`src/rtl/pend_encoder_if.sv`:
```
// Handshake bundle between a request source/consumer and pend_encoder.
// The master side loads request vectors and consumes indices; the slave
// side is the encoder itself.
interface pend_encoder_if #(
    parameter int N = 32,
    parameter int W = 5
);
    logic         load;
    logic [N-1:0] req;
    logic         busy;
    logic         out_valid;
    logic [W-1:0] out_idx;
    logic         out_ready;
    logic [W:0]   count;
    logic         done;

    modport master (
        output load,
        output req,
        output out_ready,
        input  busy,
        input  out_valid,
        input  out_idx,
        input  count,
        input  done
    );

    modport slave (
        input  load,
        input  req,
        input  out_ready,
        output busy,
        output out_valid,
        output out_idx,
        output count,
        output done
    );
endinterface

```
`src/rtl/pend_encoder.sv`:
```
// Sequential N-to-log2(N) encoder: captures a request vector and emits the
// index of each set bit, lowest first, one per accepted valid/ready transfer.
// All outputs come straight from flops.
module pend_encoder #(
    parameter int N = 32,
    parameter int W = 5
) (
    input  logic           clk,
    input  logic           reset,
    pend_encoder_if.slave  bus
);

    typedef enum logic {
        IDLE = 1'b0,
        EMIT = 1'b1
    } state_t;

    state_t       state, state_n;
    logic [N-1:0] pend, pend_n, pend_clr;
    logic [W-1:0] idx, idx_n;
    logic [W:0]   cnt, cnt_n;
    logic         done_q, done_n;
    logic         xfer;

    // Index of the lowest set bit; scanning downward lets the lowest hit win.
    function automatic logic [W-1:0] lowest(input logic [N-1:0] v);
        logic [W-1:0] r;
        r = '0;
        for (int unsigned i = N; i > 0; i--) begin
            if (v[i-1]) r = W'(i - 1);
        end
        return r;
    endfunction

    assign xfer = (state == EMIT) && bus.out_ready;

    // State register.
    always_ff @(posedge clk or negedge reset) begin
        if (!reset) state <= IDLE;
        else        state <= state_n;
    end

    // Next-state and next-datapath values; load is only looked at in IDLE.
    always_comb begin
        state_n  = state;
        pend_n   = pend;
        idx_n    = idx;
        cnt_n    = cnt;
        done_n   = 1'b0;
        pend_clr = pend;
        pend_clr[idx] = 1'b0;
        unique case (state)
            IDLE: begin
                if (bus.load) begin
                    pend_n = bus.req;
                    cnt_n  = '0;
                    if (bus.req != '0) begin
                        state_n = EMIT;
                        idx_n   = lowest(bus.req);
                    end else begin
                        done_n  = 1'b1;
                    end
                end
            end
            EMIT: begin
                if (xfer) begin
                    pend_n = pend_clr;
                    cnt_n  = cnt + 1'b1;
                    if (pend_clr != '0) begin
                        idx_n   = lowest(pend_clr);
                    end else begin
                        state_n = IDLE;
                        done_n  = 1'b1;
                    end
                end
            end
            default: state_n = IDLE;
        endcase
    end

    // Datapath registers: pending flags, current index, emit count, done pulse.
    always_ff @(posedge clk or negedge reset) begin
        if (!reset) begin
            pend   <= '0;
            idx    <= '0;
            cnt    <= '0;
            done_q <= 1'b0;
        end else begin
            pend   <= pend_n;
            idx    <= idx_n;
            cnt    <= cnt_n;
            done_q <= done_n;
        end
    end

    // busy and out_valid are both the decoded state flop, so they fall together.
    assign bus.busy      = (state == EMIT);
    assign bus.out_valid = (state == EMIT);
    assign bus.out_idx   = idx;
    assign bus.count     = cnt;
    assign bus.done      = done_q;

endmodule

```
`src/flat_wrapper.sv`:
```
// flat-port wrapper written by rule: the top's interface ports become plain ports
module pend_encoder_flat 
#(
    parameter int N = 32,
    parameter int W = 5
)
  (clk, reset, bus_load, bus_req, bus_out_ready, bus_busy, bus_out_valid, bus_out_idx, bus_count, bus_done);
  pend_encoder_if #(.N(N), .W(W)) bus_i ();
  input  logic clk;
  input  logic reset;
  input wire logic [$bits(bus_i.load)-1:0] bus_load;
  input wire logic [$bits(bus_i.req)-1:0] bus_req;
  input wire logic [$bits(bus_i.out_ready)-1:0] bus_out_ready;
  output wire logic [$bits(bus_i.busy)-1:0] bus_busy;
  output wire logic [$bits(bus_i.out_valid)-1:0] bus_out_valid;
  output wire logic [$bits(bus_i.out_idx)-1:0] bus_out_idx;
  output wire logic [$bits(bus_i.count)-1:0] bus_count;
  output wire logic [$bits(bus_i.done)-1:0] bus_done;
  assign bus_i.load = bus_load;
  assign bus_i.req = bus_req;
  assign bus_i.out_ready = bus_out_ready;
  assign bus_busy = bus_i.busy;
  assign bus_out_valid = bus_i.out_valid;
  assign bus_out_idx = bus_i.out_idx;
  assign bus_count = bus_i.count;
  assign bus_done = bus_i.done;
  pend_encoder #(.N(N), .W(W)) u_core (.clk(clk), .reset(reset), .bus(bus_i));
endmodule
```
`config.mk`:
```
export PLATFORM = sky130hd
export DESIGN_NAME = pend_encoder_flat
export DESIGN_NICKNAME = d
export VERILOG_FILES = /design/src/rtl/pend_encoder_if.sv /design/src/rtl/pend_encoder.sv /design/src/flat_wrapper.sv
export SDC_FILE = /design/constraint.sdc
export NUM_CORES = 1
export LEC_CHECK = 0
export ABC_AREA = 1
export ABC_CLOCK_PERIOD_IN_PS = 7100
export CORE_MARGIN = 8
export CORE_UTILIZATION = 60
export CTS_CLUSTER_DIAMETER = 150
export DETAILED_ROUTE_END_ITERATION = 7
export DONT_BUFFER_PORTS = 1
export HOLD_SLACK_MARGIN = 0.06
export PLACE_DENSITY = 0.76
export SLEW_MARGIN = 10
export SYNTH_ARGS = -nofsm -noshare
export SYNTH_HDL_FRONTEND = slang
export SYNTH_SLANG_ARGS = --single-unit
```
`constraint.sdc`:
```
create_clock -name clk -period 7.1 [get_ports clk]
set_clock_uncertainty 0.2 [all_clocks]
set_input_delay 1.065 -clock clk [delete_from_list [all_inputs] [get_ports clk]]
set_output_delay 1.065 -clock clk [all_outputs]
set_load 0.02 [all_outputs]
```
==> results.ini <==
[logic_synthesis]
synthCells=494
yosysSeqAreaShare_pct=36.6
ys_ff_latch=45
synthTopCellsByArea=dfrtp_1 37%, nand2_1 20%, o21ai_0 14%, inv_1 9.8%, nor2_1 5.2%
yosys.cell_count.top_type=nand2_1
synth_top_cells_by_count=161 x nand2_1, 87 x o21ai_0, 80 x inv_1
yosysTopAreaCellShare_pct=36.6
synthArstFlopShare_pct=100
ys_warn_count=0
syn-num-nets=531
netlist_area_um2=3080
synth.avg_cell_area_um2=6.23
synth_cell_types=28
synth_edf_count=0
yosysTopAreaCell=dfrtp_1
ys.flop_type=dfrtp_1

[clocking]
clockRootBuffer=clkbuf_8
cts_hold_buf=0
clockBufferDepth=2
cts_buffers=5
cts_sinks=45
cts_tree=yes
h-tree-depth=2
clk_latency_ns=0.32
ctsResizeCount=0
post_cts_buffers=0
path_clk_slew_ns=0.09

[min_path]
worstHoldPathType=input port to asynchronous set/reset pin

[power_and_ir_drop]
p_per_area_nw_per_um2=345
ir_worst_vdd_mv=0.199
p_leak_nw=1.74

[setup_path]
rrSetupSlack_ns=3.82
max_stage_delay_ns=0.59
startpoint_type=flip-flop
cpMaxStageDelayCell=dfrtp_1
r2r.worst_path.cells=10
startpoint=u_core.bus.busy$_DFF_PN0_
r2r_end=u_core.bus.out_idx[4]$_DFFE_PN0P_
cp-end-kind=flip-flop
r2r-start=u_core.bus.busy$_DFF_PN0_
path_cells=buf_4 > inv_1 > nand2_1 > inv_1 > nand2_1 > nand2_1 > nand2_1 > inv_1 > nor2_1 > a31oi_1
crit_path_end=u_core.bus.out_idx[4]$_DFFE_PN0P_
path_class=flip-flop to flip-flop
crit_fanout=38
worstPathArrival_ns=3.27
cp_common_cell=nand2_1
crit_required_ns=7.09

[timing]
slew_violations=0
setup_tns_ns=0
post-route-period-util_pct=46.1
min_period_ns=3.28
finalSetupViolCount=0
max_slew_margin_pct=59.8
hold_viol=0
max_freq_mhz=305
worst_slack_ns=3.82
worst_pin_slew_ns=0.602
rsz0062_at_grt=false

[global_route]
grt-busiest-layer=met2
use_met2_pct=38.0
grt_antenna_before_repair=0
grt-ovfl-total=0
grt_pass1_vias=3004
met1_usage_pct=30.9
grt_pass1_wl_mm=14.5
grt_util_met3_pct=6.29
grt_util_all_layers_pct=24.1
grt_max_degree=46

[routing]
viasPerCell=5.53
first_pass_iters=5
ant_nets=0
avgRoutedWirePerCell_um=15.5
vias=3099
drc=0
totalWireLength_mm=8.66
drt-initial-drc-count=249

[floorplanning]
boundaryPins=50
core-area_um2=5040
die_width_um=87.6
start_util_pct=61.1
die_area_um2=7680
std_cell_rows=26
die_h_um=87.6

[place]
dp_hpwl_mm=6.47
io_buffers=0
pre_cts_slack_ns=3.91
gp_congestion=0.900

[cells_and_area]
syn2layout_area_growth_pct=4.23
final_nets=528
post-route-util_pct=63.6
antenna_cells=0
post_route_cells_drive_above_1_share_pct=2.45

[flow_run]
max_cap_viol_count=0

[run_status]
outcome=finished clean

==> worst min path at each step <==
stage / slack [ns] / end / from / cells after the start
final: 0.23 / u_core.bus.busy$_DFF_PN0_ / reset / 0
after global routing: 0.23 / u_core.bus.done$_DFF_PN0_ / reset / 0
after CTS: 0.23 / u_core.bus.done$_DFF_PN0_ / reset / 0
after detailed placement: 0.26 / u_core.pend[24]$_DFFE_PN0P_ / u_core.pend[24]$_DFFE_PN0P_ / 2
after global placement: 0.26 / u_core.pend[3]$_DFFE_PN0P_ / u_core.pend[3]$_DFFE_PN0P_ / 2
after floorplan: 0.24 / u_core.pend[28]$_DFFE_PN0P_ / u_core.pend[28]$_DFFE_PN0P_ / 2
==> state kept, by name, summed over array words and instances (netlist names) <==
name,cells
u_core.bus.count,6
u_core.bus.busy,1
u_core.pend,32
u_core.bus.out_idx,5
u_core.bus.done,1
==> cells by family (layout without fill, tap and decap cells) <==
group	count (synthesis)	count (layout)	synth area share (%)
buffers and inverters	92	88	11.3
AO/OA/AOI/OAI	132	132	23.2
adder cells (fa/ha/maj)	1	1	0.406
AND/OR/NAND/NOR	224	224	28.5
flip-flops	45	45	36.6
==> where the power goes <==
group / switching (mW) / leakage [nW] / internal [mW]
Combinational: 0.346 / 1.14 / 0.159
Sequential: 0.0978 / 0.564 / 0.349
Clock: 0.0909 / 0.0399 / 0.0650
==> cell usage in the layout, fill, tap and decap left out <==
cell,instances
dfrtp_1,45
o21ai_0,87
a22o_1,1
a211oi_1,1
a21oi_2,1
nor3_1,7
ha_1,1
nand2_1,161
inv_1,80
o31ai_1,2
o22ai_1,2
a31oi_1,3
a21boi_0,1
clkbuf_8,5
or4_1,1
a311oi_1,1
nand4_1,1
nand3_1,8
nor4_1,2
nor2_2,1
buf_4,2
a22oi_1,2
a21oi_1,23
nand3_2,1
o21ai_2,1
nor2_1,42
clkinv_2,1
o21bai_1,2
o211ai_1,5
==> stage by stage <==
step	total power [mW]	cells	area (um2)	hold WS (ns)
global route	1.21	560	3210	0.225
finish	1.11	560	3210	0.232
detailed placement	0.947	554	3140	0.259
global placement	0.933	554	3140	0.258
CTS	1.10	560	3210	0.234
floorplan	0.815	494	3080	0.243
==> metal layers <==
metal | wire [um] | vias up
li1 | - | 1564
met1 | 3740 | 1383
met2 | 3900 | 137
met3 | 838 | 15
met4 | 184 | 0
met5 | 0 | -
==> cell type report <==
class,count,area (um2)
multi-input cells,357,1610
well taps,70,87.6
fillers,510,1830
clock inverters,1,5.00
inverters,80,300
flip-flops and latches,45,1130
clock buffers,5,68.8
repair buffers,2,15.0
==> worst max-delay path: cells and delay by family (launching register included) <==
kind	cells	cell delay, ns
buffers and inverters	4	1.21
AO/OA/AOI/OAI	1	0.06
flip-flops	1	0.59
AND/OR/NAND/NOR	5	1.09
No activity file was read; power rests on OpenSTA's default activity.
